==> config.mk <==
export PLATFORM = sky130hd
export DESIGN_NAME = fifo_nibble_writer
export DESIGN_NICKNAME = d
export VERILOG_FILES = /design/src/rtl/fifo_nibble_writer.sv
export SDC_FILE = /design/constraint.sdc
export NUM_CORES = 1
export LEC_CHECK = 0
export ABC_AREA = 1
export CAP_MARGIN = 40
export CORE_UTILIZATION = 30
export CTS_CLUSTER_SIZE = 25
export DETAILED_ROUTE_END_ITERATION = 10
export SYNTH_ARGS = -nofsm -noshare
export SYNTH_HDL_FRONTEND = slang
export SYNTH_SLANG_ARGS = --single-unit
==> constraint.sdc <==
create_clock -name wr_clk -period 1.44 [get_ports wr_clk]
set_input_delay 0.288 -clock wr_clk [delete_from_list [all_inputs] [get_ports wr_clk]]
set_output_delay 0.288 -clock wr_clk [all_outputs]
set_load 0.05 [all_outputs]
==> src/rtl/fifo_nibble_writer.sv <==
`timescale 1ns / 1ps
// ---------------------------------------------------------------------------------------------
// fifo_nibble_writer
//
// Accepts bytes over a valid/ready handshake and writes each one as two 4-bit nibbles into the
// write side of a 4-bit asynchronous FIFO. A byte is captured into a holding register on
// transfer and then written out over two write-enabled cycles. Back-to-back bytes stream at one
// byte per two cycles because a new byte may be accepted on the same edge that writes the
// second nibble of the current one. Any cycle with fifo_full high stalls the writer in place.
//
// Parameters
//   LSB_FIRST    1: byte[3:0] written first; 0: byte[7:4] written first
//   CNT_W        width of byte_count and stall_count
//
// Ports
//   wr_clk       write-domain clock, rising edge
//   wr_rst       asynchronous active-low reset
//   s_valid      upstream byte valid
//   s_data       upstream byte
//   s_ready      block can accept s_data this cycle
//   fifo_full    full flag from the FIFO write side
//   fifo_wr_en   FIFO write strobe (never high while fifo_full is high)
//   fifo_data    nibble presented to the FIFO
//   busy         a byte is held and not yet fully written
//   byte_count   bytes fully written, wraps modulo 2^CNT_W
//   stall_count  busy cycles lost to fifo_full, saturates at all-ones
// ---------------------------------------------------------------------------------------------
module fifo_nibble_writer #(
    parameter bit          LSB_FIRST = 1'b1,
    parameter int unsigned CNT_W     = 8
) (
    input  logic             wr_clk,
    input  logic             wr_rst,
    input  logic             s_valid,
    input  logic [7:0]       s_data,
    output logic             s_ready,
    input  logic             fifo_full,
    output logic             fifo_wr_en,
    output logic [3:0]       fifo_data,
    output logic             busy,
    output logic [CNT_W-1:0] byte_count,
    output logic [CNT_W-1:0] stall_count
);

    typedef enum logic [1:0] {
        StIdle       = 2'd0,
        StSendFirst  = 2'd1,
        StSendSecond = 2'd2
    } state_e;

    localparam logic [CNT_W-1:0] CntOne = CNT_W'(1);
    localparam logic [CNT_W-1:0] CntMax = {CNT_W{1'b1}};

    state_e           state_q, state_d;
    logic [7:0]       byte_q, byte_d;
    logic [CNT_W-1:0] byte_cnt_q, byte_cnt_d;
    logic [CNT_W-1:0] stall_cnt_q, stall_cnt_d;

    logic             transfer;
    logic             second_written;
    logic [3:0]       first_nib;
    logic [3:0]       second_nib;

    // Nibble order is fixed at elaboration time.
    assign first_nib  = LSB_FIRST ? byte_q[3:0] : byte_q[7:4];
    assign second_nib = LSB_FIRST ? byte_q[7:4] : byte_q[3:0];

    // -----------------------------------------------------------------------------------------
    // Next-state and output decode
    // -----------------------------------------------------------------------------------------
    always_comb begin
        state_d    = state_q;
        s_ready    = 1'b0;
        fifo_wr_en = 1'b0;
        fifo_data  = 4'h0;
        busy       = 1'b0;

        case (state_q)
            StIdle: begin
                s_ready = 1'b1;
                if (s_valid) begin
                    state_d = StSendFirst;
                end
            end

            StSendFirst: begin
                busy       = 1'b1;
                fifo_wr_en = !fifo_full;
                fifo_data  = first_nib;
                if (!fifo_full) begin
                    state_d = StSendSecond;
                end
            end

            StSendSecond: begin
                busy       = 1'b1;
                fifo_wr_en = !fifo_full;
                fifo_data  = second_nib;
                // The holding register frees up on the same edge the last nibble leaves, so a new
                // byte can be accepted here without a bubble cycle.
                s_ready    = !fifo_full;
                if (!fifo_full) begin
                    state_d = s_valid ? StSendFirst : StIdle;
                end
            end

            default: begin
                state_d = StIdle;
            end
        endcase
    end

    assign transfer       = s_valid && s_ready;
    assign second_written = (state_q == StSendSecond) && fifo_wr_en;

    // -----------------------------------------------------------------------------------------
    // Holding register and counters
    // -----------------------------------------------------------------------------------------
    always_comb begin
        byte_d = byte_q;
        if (transfer) begin
            byte_d = s_data;
        end
    end

    always_comb begin
        byte_cnt_d = byte_cnt_q;
        if (second_written) begin
            byte_cnt_d = byte_cnt_q + CntOne;
        end
    end

    always_comb begin
        stall_cnt_d = stall_cnt_q;
        if (busy && fifo_full && (stall_cnt_q != CntMax)) begin
            stall_cnt_d = stall_cnt_q + CntOne;
        end
    end

    always_ff @(posedge wr_clk or negedge wr_rst) begin
        if (!wr_rst) begin
            state_q     <= StIdle;
            byte_q      <= 8'h00;
            byte_cnt_q  <= '0;
            stall_cnt_q <= '0;
        end else begin
            state_q     <= state_d;
            byte_q      <= byte_d;
            byte_cnt_q  <= byte_cnt_d;
            stall_cnt_q <= stall_cnt_d;
        end
    end

    assign byte_count  = byte_cnt_q;
    assign stall_count = stall_cnt_q;

    // -----------------------------------------------------------------------------------------
    // Simulation-time invariants
    // -----------------------------------------------------------------------------------------
    // A write into a full FIFO would lose a nibble.
    a_no_write_when_full : assert property (
        @(posedge wr_clk) disable iff (!wr_rst) fifo_wr_en |-> !fifo_full
    );

    // A stalled nibble must be presented unchanged on the following cycle.
    a_stall_holds_data : assert property (
        @(posedge wr_clk) disable iff (!wr_rst)
        (busy && fifo_full) |=> ($stable(byte_q) && $stable(fifo_data) && busy)
    );

endmodule

==> summary.md, run 1 <==
| Metric | Value |
|---|---|
| Worst Tran Pin Value | `0.317 ns` |
| Die Ht | `71.8 µm` |
| Failing checks | `negative setup slack` |
| Total Routing Usage GR | `0.136` |
| Area Growth Syn to Fin | `72.0%` |
| MaxCap Viol Count | `0` |
| Post-synth net total | `210` |
| Pleak | `1.21 nW` |
| Max frequency | `0.610 GHz` |
| Register area share after synthesis | `0.445` |
| DRC | `0` |
| Congestion Overflow GR | `0` |
| Layout cells sized above 1 | `0.382` |
| Final setup vio count | `19` |
| Crit path DAT | `1.35 ns` |
| Final ANT Viol Nets | `0` |
| Critical path fanouts, max | `6` |
| Core ar. | `4690 µm²` |
| Ranking of synthesized cells by area | `dfrtp_1, nand2_1, ha_1` |
| Final WL | `3320 µm` |
| Die W | `71.8 µm` |
| Crit Path Class | `register to output port` |
| Inst Count DP | `291` |
| Starting density of the core | `0.312` |
| Slew HR | `0.789` |
| Worst R2R Setup Slack | `-0.08 ns` |
| Post-synth EDFFs | `0` |
| Syn. warnings | `0` |
| Final Skew | `0.00113 ns` |
| Die ar. | `5160 µm²` |
| Async set-or-reset flop fraction in the synthesized netlist | `1.00` |
| Worst Slack Setup Final | `-0.200 ns` |
| Hold Crit Class | `primary input to asynchronous set/reset pin` |
| Dpl hpwl | `2450 µm` |
| Mapped cell area | `1460 µm²` |
| Gpl congestion | `0.752` |
| Iteration-0 DRC Markers | `27` |
| DR WL/cell | `11.1 µm` |
| Startpoint types | `register` |
| Clk root buf | `clkbuf_8` |
| RR Startpoint | `state_q[1]$_DFFE_PN0P_` |
| Status | `finished, violations left` |
| WHS | `0.372 ns` |
| Crit end category | `output port` |
| Peak supply drop | `1.21 mV` |
| Worst-Skew Late Latency | `0.26 ns` |
| Initial antenna violation count | `0` |
| ANT cells | `0` |
| Post-Synthesis Cells | `191` |
| Worst R2R Path Depth | `9` |
| Commonest cells post-synth | `nand2_1, dfrtp_1, inv_1` |
| H-tree depth | `1` |
| First-pass GRT wire length | `5540 µm` |
| CTS clk-pin slew, worst paths | `0.09 ns` |
| Port Buffers | `34` |
| I/O pins | `35` |
| Yosys top cell by area | `dfrtp_1` |
| Unrepaired setup endpoints after global routing | `yes` |
| Cell Rows | `25` |
| Critical Path RT | `1.15 ns` |
| Nets | `266` |
| Drt pass-1 iters | `4` |
| Num CTS Buffers | `3` |
| Critical R2R Capture | `byte_count[6]$_DFFE_PN0P_` |
| Via count | `1351` |
| Most common cell in the netlist | `nand2_1` |
| Yosys top cell area share | `0.445` |
| Hold Buf Count CTS | `0` |
| Vias in the first global route | `1270` |
| Syn Area/Cell | `7.66 µm²` |
| Main flop type after synthesis | `dfrtp_1` |
| Max-slew violations | `0` |
| DR vias/cell | `4.50` |
| Pre-CTS setup slack | `-0.112 ns` |
| P per Cell Area | `2130 nW/µm²` |
| Final Cycle Share | `1.14` |
| Largest net degree at the start of global routing | `27` |
| Netlist cell types | `21` |
| Fin cells | `300` |
| TritonCTS clock tree | `built` |
| Hold Fails Final Rpt | `0` |
| Tot Pwr | `5.35 mW` |
| Util after Layout | `0.536` |
| Yosys reg bits | `26` |
| # clock sinks | `26` |
| Tmin final | `1.64 ns` |
| Clock Tree Buf Depth | `2` |
## worst max-delay path, stage by stage (launching register included)
cell and delay, ns:
dfrtp_1 0.36, buf_4 0.14, ha_4 0.18, nand2_2 0.08
a21oi_4 0.17, buf_12 0.15
## sequential cells by signal, summed over array words and instances (netlist names)
name	flops
byte_q	8
state_q	2
stall_count	8
byte_count	8
## worst max path at each step
stage / endpoint / startpoint / cells after the start / slack, ns
global placement: s_ready / fifo_full / 5 / -0.1
floorplan: fifo_data[0] / state_q[0]$_DFFE_PN0P_ / 4 / -0.29
detailed placement: s_ready / fifo_full / 5 / -0.11
global route: fifo_data[3] / state_q[0]$_DFFE_PN0P_ / 5 / -0.28
CTS: fifo_data[2] / state_q[1]$_DFFE_PN0P_ / 5 / -0.22
finish: fifo_data[2] / state_q[1]$_DFFE_PN0P_ / 5 / -0.20
## layer usage
metal / track usage / up-vias / share of wire
li1: - / 696 / -
met1: 0.172 / 620 / 0.47
met2: 0.234 / 31 / 0.48
met3: 0.0281 / 4 / 0.041
met4: 0.0436 / 0 / 0.010
met5: 0 / - / 0
## stage by stage
step / TNS, ns / area (µm²)
4_1_cts: -1.65 / 2450
3_5_place_dp: -2.00 / 2290
6_report: -1.64 / 2520
5_1_grt: -3.17 / 2520
2_1_floorplan: -1.41 / 1540
3_3_place_gp: -1.47 / 2290
## cells in the final DEF, fill, tap and decap left out, types with 5 or more instances in the layout
cell / n
nand2_1: 66
buf_12: 24
dfrtp_1: 22
inv_1: 17
nand2_2: 16
nand3_1: 15
buf_4: 13
clkdlybuf4s50_1: 10
nor2_1: 6
buf_6: 5
## cells by family after synthesis
family          Yosys count  share of synthesized area
simple gates            117                      0.353
buf+inv                  26                     0.0719
flops                    26                      0.445
fa+ha+maj                 7                     0.0599
compound gates            8                     0.0282
xor+xnor                  7                     0.0419
## area by class of cell
| class | instances | area (µm²) |
|---|---|---|
| repair buffers | 53 | 747 |
| fillers | 423 | 2180 |
| flip-flops and latches | 26 | 656 |
| multi-input cells | 139 | 881 |
| well taps | 54 | 67.6 |
| clock buffers | 4 | 55.1 |
| inverters | 24 | 110 |
## power by group
group	total, mW	internal [mW]	switching (mW)
clock	0.462	0.244	0.218
sequential	1.28	0.987	0.289
combinational	3.61	1.69	1.92
total	5.35	2.92	2.43
## repair_timing
action / CTS / global route
setup buffers: 5 / 1
gates cloned: 0 / 0
pin swaps: 12 / 9
resized for setup: 27 / 19
endpoints found under the setup margin: 30 / 23
Power figures use the tool's default switching activity.
==> run 2, diff against run 1 <==
- CORE_MARGIN: unset -> 2
- SLEW_MARGIN: unset -> 0
==> run 2 against run 1 <==
Net effect: the run still ends with negative setup slack left; combinational power decreased by 5%; final cell count increased by 4.0%; clock-buffer cell count unchanged; clock power about the same; sequential share of layout area increased by 0.34 points; first-iteration DRC count increased by 59%; setup slack got worse by 0.020 ns; utilization decreased by 1.0 points; routed wire length increased by 1.7%; non-clock buffer count decreased by 1; flip-flop and latch count unchanged.
==> summary.md, run 2 (synthesis results as in run 1) <==
| Metric | Value |
|---|---|
| RR Startpoint | `state_q[1]$_DFFE_PN0P_ (unchanged)` |
| Worst Slack Setup Final | `-0.221 ns (was -0.200 ns)` |
| Failing checks | `negative setup slack (unchanged)` |
| CP delay by family, top | `flip-flops (unchanged)` |
| DR vias/cell | `4.33 (was 4.50)` |
| Final Skew | `0.00674 ns (was 0.00113 ns)` |
| Critical R2R Capture | `byte_count[6]$_DFFE_PN0P_ (unchanged)` |
| # clock sinks | `26 (unchanged)` |
| Final WL | `3380 µm (was 3320 µm)` |
| Tot Pwr | `5.18 mW (was 5.35 mW)` |
| CTS clk-pin slew, worst paths | `0.09 ns (about the same)` |
| Final Cycle Share | `1.15 (was 1.14)` |
| Max-slew violations | `0 (unchanged)` |
| Hold Crit Class | `primary input to asynchronous set/reset pin (unchanged)` |
| Slew HR | `0.827 (was 0.789)` |
| Setup TNS | `-1.64 ns (about the same)` |
| I/O pins | `35 (unchanged)` |
| Gpl congestion | `0.770 (was 0.752)` |
| Util after Layout | `0.526 (was 0.536)` |
| Clock Tree Buf Depth | `2 (unchanged)` |
| Crit-path cells | `inv_2 > ha_4 > inv_8 > a21oi_4 > buf_12 (was buf_4 > ha_4 > nand2_2 > a21oi_4 > buf_12)` |
| Die ar. | `5450 µm² (was 5160 µm²)` |
| Max incr delay on CP | `0.38 ns (was 0.36 ns)` |
| Most frequent cells in the layout | `nand2_1, buf_12, dfrtp_1 (unchanged)` |
| Initial antenna violation count | `0 (unchanged)` |
| Area Growth Syn to Fin | `69.8% (was 72.0%)` |
| Worst Tran Pin Value | `0.259 ns (was 0.317 ns)` |
| Critical Path RT | `1.15 ns (about the same)` |
| Hold Buf Count CTS | `0 (unchanged)` |
| Tmin final | `1.66 ns (was 1.64 ns)` |
| Critical path fanouts, max | `5 (was 6)` |
| Cell Rows | `25 (unchanged)` |
| Crit path DAT | `1.37 ns (was 1.35 ns)` |
| Startpoint types | `register (unchanged)` |
| Iteration-0 DRC Markers | `43 (was 27)` |
| Nets | `265 (was 266)` |
| Vias in the first global route | `1262 (was 1270)` |
| Congestion Overflow GR | `0 (unchanged)` |
| TritonCTS clock tree | `built (unchanged)` |
| Worst R2R Setup Slack | `-0.07 ns (was -0.08 ns)` |
| Pre-CTS setup slack | `-0.117 ns (was -0.112 ns)` |
| Clk root buf | `clkbuf_8 (unchanged)` |
| Drt pass-1 iters | `4 (unchanged)` |
| Pleak | `1.18 nW (was 1.21 nW)` |
| Crit end category | `output port (unchanged)` |
| Die W | `73.8 µm (was 71.8 µm)` |
| Starting density of the core | `0.310 (was 0.312)` |
| Worst-Skew Late Latency | `0.27 ns (was 0.26 ns)` |
| Crit Path Class | `register to output port (unchanged)` |
| ANT cells | `0 (unchanged)` |
| H-tree depth | `1 (unchanged)` |
| Final setup vio count | `13 (was 19)` |
| DRC | `0 (unchanged)` |
| Slowest-stage cell, CP | `dfrtp_1 (unchanged)` |
| Final ANT Viol Nets | `0 (unchanged)` |
| Num CTS Buffers | `3 (unchanged)` |
| DR WL/cell | `10.8 µm (was 11.1 µm)` |
| Hold Fails Final Rpt | `0 (unchanged)` |
| Via count | `1351 (unchanged)` |
| Max frequency | `0.602 GHz (was 0.610 GHz)` |
| Status | `finished, violations left (unchanged)` |
| First-pass GRT wire length | `5550 µm (was 5540 µm)` |
| Dpl hpwl | `2380 µm (was 2450 µm)` |
| Crit path launch | `state_q[1]$_DFFE_PN0P_ (unchanged)` |
| Total Routing Usage GR | `0.128 (was 0.136)` |
| Worst R2R Path Depth | `9 (unchanged)` |
| MaxCap Viol Count | `0 (unchanged)` |
| Worst Path Buf+Inv | `3 (was 2)` |
| Unrepaired setup endpoints after global routing | `yes (unchanged)` |
| Die Ht | `73.8 µm (was 71.8 µm)` |
| Most common cell after layout, fill and taps aside | `nand2_1 (unchanged)` |
| Largest net degree at the start of global routing | `27 (unchanged)` |
| Core ar. | `4720 µm² (was 4690 µm²)` |
| Port Buffers | `34 (unchanged)` |
| Peak supply drop | `1.32 mV (was 1.21 mV)` |
| P per Cell Area | `2090 nW/µm² (was 2130 nW/µm²)` |
| Layout cells sized above 1 | `0.343 (was 0.382)` |
==> run 2: routing by layer <==
metal	GRT usage	vias up	routed length (µm)
met2	0.198	29	1570
met4	0.0364	0	14
met1	0.180	632	1650
met5	0	-	0
met3	0.0261	2	146
li1	-	688	-
==> run 2: power breakdown <==
part	leakage [nW]	switching, mW	internal (mW)
combinational	0.833	1.86	1.58
clock	0.0288	0.220	0.244
sequential	0.317	0.292	0.987
==> run 2: worst register-to-register path, cell delays in order, from the launching register on <==
cell	delay, ns
dfrtp_1	0.38
buf_4	0.14
ha_4	0.18
buf_4	0.12
buf_4	0.11
nand3_4	0.14
nor2_4	0.15
nand3_1	0.08
nand2_1	0.07
inv_1	0.04
==> run 2: worst max path at each step <==
stage	depth (start not counted)	slack [ns]	end
global placement	5	-0.10	fifo_data[3]
floorplan	4	-0.29	fifo_data[0]
global route	5	-0.28	fifo_data[1]
finish	5	-0.22	fifo_data[0]
detailed placement	5	-0.12	fifo_data[3]
CTS	5	-0.22	fifo_data[0]
==> run 2: per-stage QoR <==
step | hold slack (ns) | cell area, µm² | cells
floorplan | -0.00759 | 1540 | 191
global route | 0.380 | 2480 | 312
finish | 0.371 | 2480 | 312
global placement | 0.457 | 2300 | 303
CTS | 0.381 | 2430 | 310
detailed placement | 0.460 | 2300 | 303
==> run 2: what timing repair did <==
| item | in CTS | in global routing |
|---|---|---|
| gates resized for setup | 21 | 10 |
| pin swaps | 7 | 5 |
| buffers inserted | 4 | 2 |
| setup endpoints to repair | 21 | 24 |
==> run 2: layout make-up <==
cell class                 count  area [µm²]
fill                         430        2240
tap                           67        83.8
inverter                      24         108
timing repair buffer          52         729
multi-input combinational    139         852
clock buffer                   4        55.1
sequential                    26         656
==> run 3, diff against run 2 <==
- SETUP_SLACK_MARGIN: unset -> 0.05
==> run 3 against run 2 <==
Net effect: power up 1.5%; sequential share of layout area down 0.66 points; global-route usage up 0.47 points; maximum frequency down 5.3%; critical endpoint is now fifo_data[1]; final cell count up 0.32%; routed wire length up 1.7%; die area unchanged; critical path depth up 1; clock power down 8.4%; the run still ends with negative setup slack left.
==> summary.md, run 3 (synthesis results as in run 1) <==
| Metric | Value |
|---|---|
| TritonCTS clock tree | `built (unchanged)` |
| Iteration-0 DRC Markers | `45 (was 43)` |
| Num CTS Buffers | `3 (unchanged)` |
| H-tree depth | `1 (unchanged)` |
| # clock sinks | `26 (unchanged)` |
| Critical Path RT | `1.15 ns (about the same)` |
| Dpl hpwl | `2480 µm (was 2380 µm)` |
| Final Cycle Share | `1.22 (was 1.15)` |
| Layout cells sized above 1 | `0.378 (was 0.343)` |
| Slew HR | `0.793 (was 0.827)` |
| DRC | `0 (unchanged)` |
| Reg power frac | `0.242 (was 0.247)` |
| Busiest layer in global routing | `met2 (unchanged)` |
| Crit path launch | `state_q[0]$_DFFE_PN0P_ (was state_q[1]$_DFFE_PN0P_)` |
| Crit-path cells | `inv_2 > ha_4 > inv_2 > buf_12 > a21oi_4 > buf_12 (was inv_2 > ha_4 > inv_8 > a21oi_4 > buf_12)` |
| Int Power | `2.88 mW (was 2.81 mW)` |
| Hold Fails Final Rpt | `0 (unchanged)` |
| Crit path DAT | `1.47 ns (was 1.37 ns)` |
| First-pass GRT wire length | `5690 µm (was 5550 µm)` |
| Area of the multi-input gates | `897 µm² (was 852 µm²)` |
| Drt pass-1 iters | `4 (unchanged)` |
| Worst R2R Path Depth | `8 (was 9)` |
| Startpoint types | `register (unchanged)` |
| Crit end category | `output port (unchanged)` |
| Clk root buf | `clkbuf_8 (unchanged)` |
| Final Skew | `0.00108 ns (was 0.00674 ns)` |
| Vias in the first global route | `1273 (was 1262)` |
| DR vias/cell | `4.27 (was 4.33)` |
| Sequential cell area | `656 µm² (unchanged)` |
| I/O pins | `35 (unchanged)` |
| Worst R2R Setup Slack | `-0.04 ns (was -0.07 ns)` |
| Hold Buf Count CTS | `0 (unchanged)` |
| Most common cell after layout, fill and taps aside | `nand2_1 (unchanged)` |
| Core ar. | `4720 µm² (unchanged)` |
| Final WL | `3440 µm (was 3380 µm)` |
| Grt met2 use | `0.214 (was 0.198)` |
| Largest net degree at the start of global routing | `27 (unchanged)` |
| Failing checks | `negative setup slack (unchanged)` |
| WHS | `0.371 ns (about the same)` |
| Placed Area | `2310 µm² (was 2300 µm²)` |
| Critical path fanouts, max | `5 (unchanged)` |
| MaxCap Viol Count | `0 (unchanged)` |
| Final setup vio count | `12 (was 13)` |
| Area Growth Syn to Fin | `74.2% (was 69.8%)` |
| Psw | `2.38 mW (was 2.37 mW)` |
| RR Startpoint | `state_q[0]$_DFFE_PN0P_ (was state_q[1]$_DFFE_PN0P_)` |
| Crit Path Class | `register to output port (unchanged)` |
| Clock share of power | `0.081 (was 0.089)` |
| CTS clk-pin slew, worst paths | `0.09 ns (about the same)` |
| Tmin final | `1.75 ns (was 1.66 ns)` |
| Met1 GRT Util | `0.181 (was 0.180)` |
| Die Ht | `73.8 µm (unchanged)` |
| Clock Tree Buf Depth | `2 (unchanged)` |
| Hold Crit Class | `primary input to asynchronous set/reset pin (unchanged)` |
| Unrepaired setup endpoints after global routing | `yes (unchanged)` |
| Congestion Overflow GR | `0 (unchanged)` |
| Worst-Skew Late Latency | `0.27 ns (about the same)` |
| Fill count | `429 (was 430)` |
| Peak supply drop | `1.40 mV (was 1.32 mV)` |
| Grt met3 use | `0.0261 (unchanged)` |
| Total Routing Usage GR | `0.133 (was 0.128)` |
| Max frequency | `0.570 GHz (was 0.602 GHz)` |
| P per Cell Area | `2060 nW/µm² (was 2090 nW/µm²)` |
| Nets | `266 (was 265)` |
| Port Buffers | `34 (unchanged)` |
| Most frequent cells in the layout | `nand2_1, buf_12, dfrtp_1 (unchanged)` |
| Slowest-stage cell, CP | `dfrtp_1 (unchanged)` |
| Die W | `73.8 µm (unchanged)` |
| Initial antenna violation count | `0 (unchanged)` |
| Worst Slack Setup Final | `-0.313 ns (was -0.221 ns)` |
| DR WL/cell | `11.0 µm (was 10.8 µm)` |
| Tot Pwr | `5.26 mW (was 5.18 mW)` |
| Max incr delay on CP | `0.39 ns (was 0.38 ns)` |
| Design area | `2550 µm² (was 2480 µm²)` |
| Starting density of the core | `0.310 (unchanged)` |
| Worst Tran Pin Value | `0.309 ns (was 0.259 ns)` |
| Cell Rows | `25 (unchanged)` |
| Sw Share | `0.453 (was 0.458)` |
| Via count | `1338 (was 1351)` |
| Status | `finished, violations left (unchanged)` |
| Gpl congestion | `0.770 (about the same)` |
| Logic pwr share | `0.678 (was 0.664)` |
| Max-slew violations | `0 (unchanged)` |
| Pleak | `1.22 nW (was 1.18 nW)` |
| Final ANT Viol Nets | `0 (unchanged)` |
| ANT cells | `0 (unchanged)` |
| Critical R2R Capture | `byte_count[3]$_DFFE_PN0P_ (was byte_count[6]$_DFFE_PN0P_)` |
| Die ar. | `5450 µm² (unchanged)` |
==> run 3: repair_timing <==
item / in CTS / in global routing
gates resized for setup: 20 / 23
gates cloned: 0 / 0
endpoints found under the setup margin: 32 / 33
pin swaps: 4 / 9
endpoints found under the hold margin: 0 / 0
setup buffers: 3 / 3
==> run 3: layout make-up <==
cell class,count,area share
Multi-Input combinational cell,139,0.352
Timing Repair Buffer,53,0.302
Sequential cell,26,0.257
Inverter,24,0.0383
Tap cell,67,0.0329
Clock buffer,4,0.0177
==> run 3: power by group through the flow <==
stage / combinational (mW) / clock (mW) / sequential [mW]
2_1_floorplan: 1.40 / 0 / 1.57
3_3_place_gp: 3.18 / 0 / 1.27
3_5_place_dp: 3.20 / 0 / 1.27
4_1_cts: 3.40 / 0.455 / 1.26
5_1_grt: 3.80 / 0.484 / 1.31
6_report: 3.56 / 0.425 / 1.27
==> run 3: how the worst max path moves through the flow <==
stage	end	slack, ns	cells after the start
6_report	fifo_data[1]	-0.31	6
5_1_grt	fifo_data[1]	-0.38	5
4_1_cts	fifo_data[3]	-0.32	6
3_5_place_dp	s_ready	-0.06	5
3_3_place_gp	s_ready	-0.04	5
2_1_floorplan	fifo_data[0]	-0.27	4
==> run 3: layer usage <==
metal	vias to the layer above	share of wire
met1	615	0.47
met4	0	0.0061
li1	693	-
met5	-	0
met2	26	0.49
met3	4	0.030
==> run 3: worst max-delay path: cells and delay by family (launching register included) <==
family	cells	cell delay (ns)
buffers and inverters	4	0.40
adder cells (fa/ha/maj)	1	0.27
flip-flops	1	0.39
AO/OA/AOI/OAI	1	0.13
==> run 3: metrics by stage <==
step                setup TNS, ns  instances  utilization  setup slack [ns]
finish                      -1.89        313        0.539            -0.313
global route                -2.92        313        0.539            -0.385
CTS                         -2.35        311        0.515            -0.316
detailed placement         -0.558        304        0.489           -0.0551
global placement           -0.365        304        0.489           -0.0449
floorplan                   -1.30        191            -            -0.270
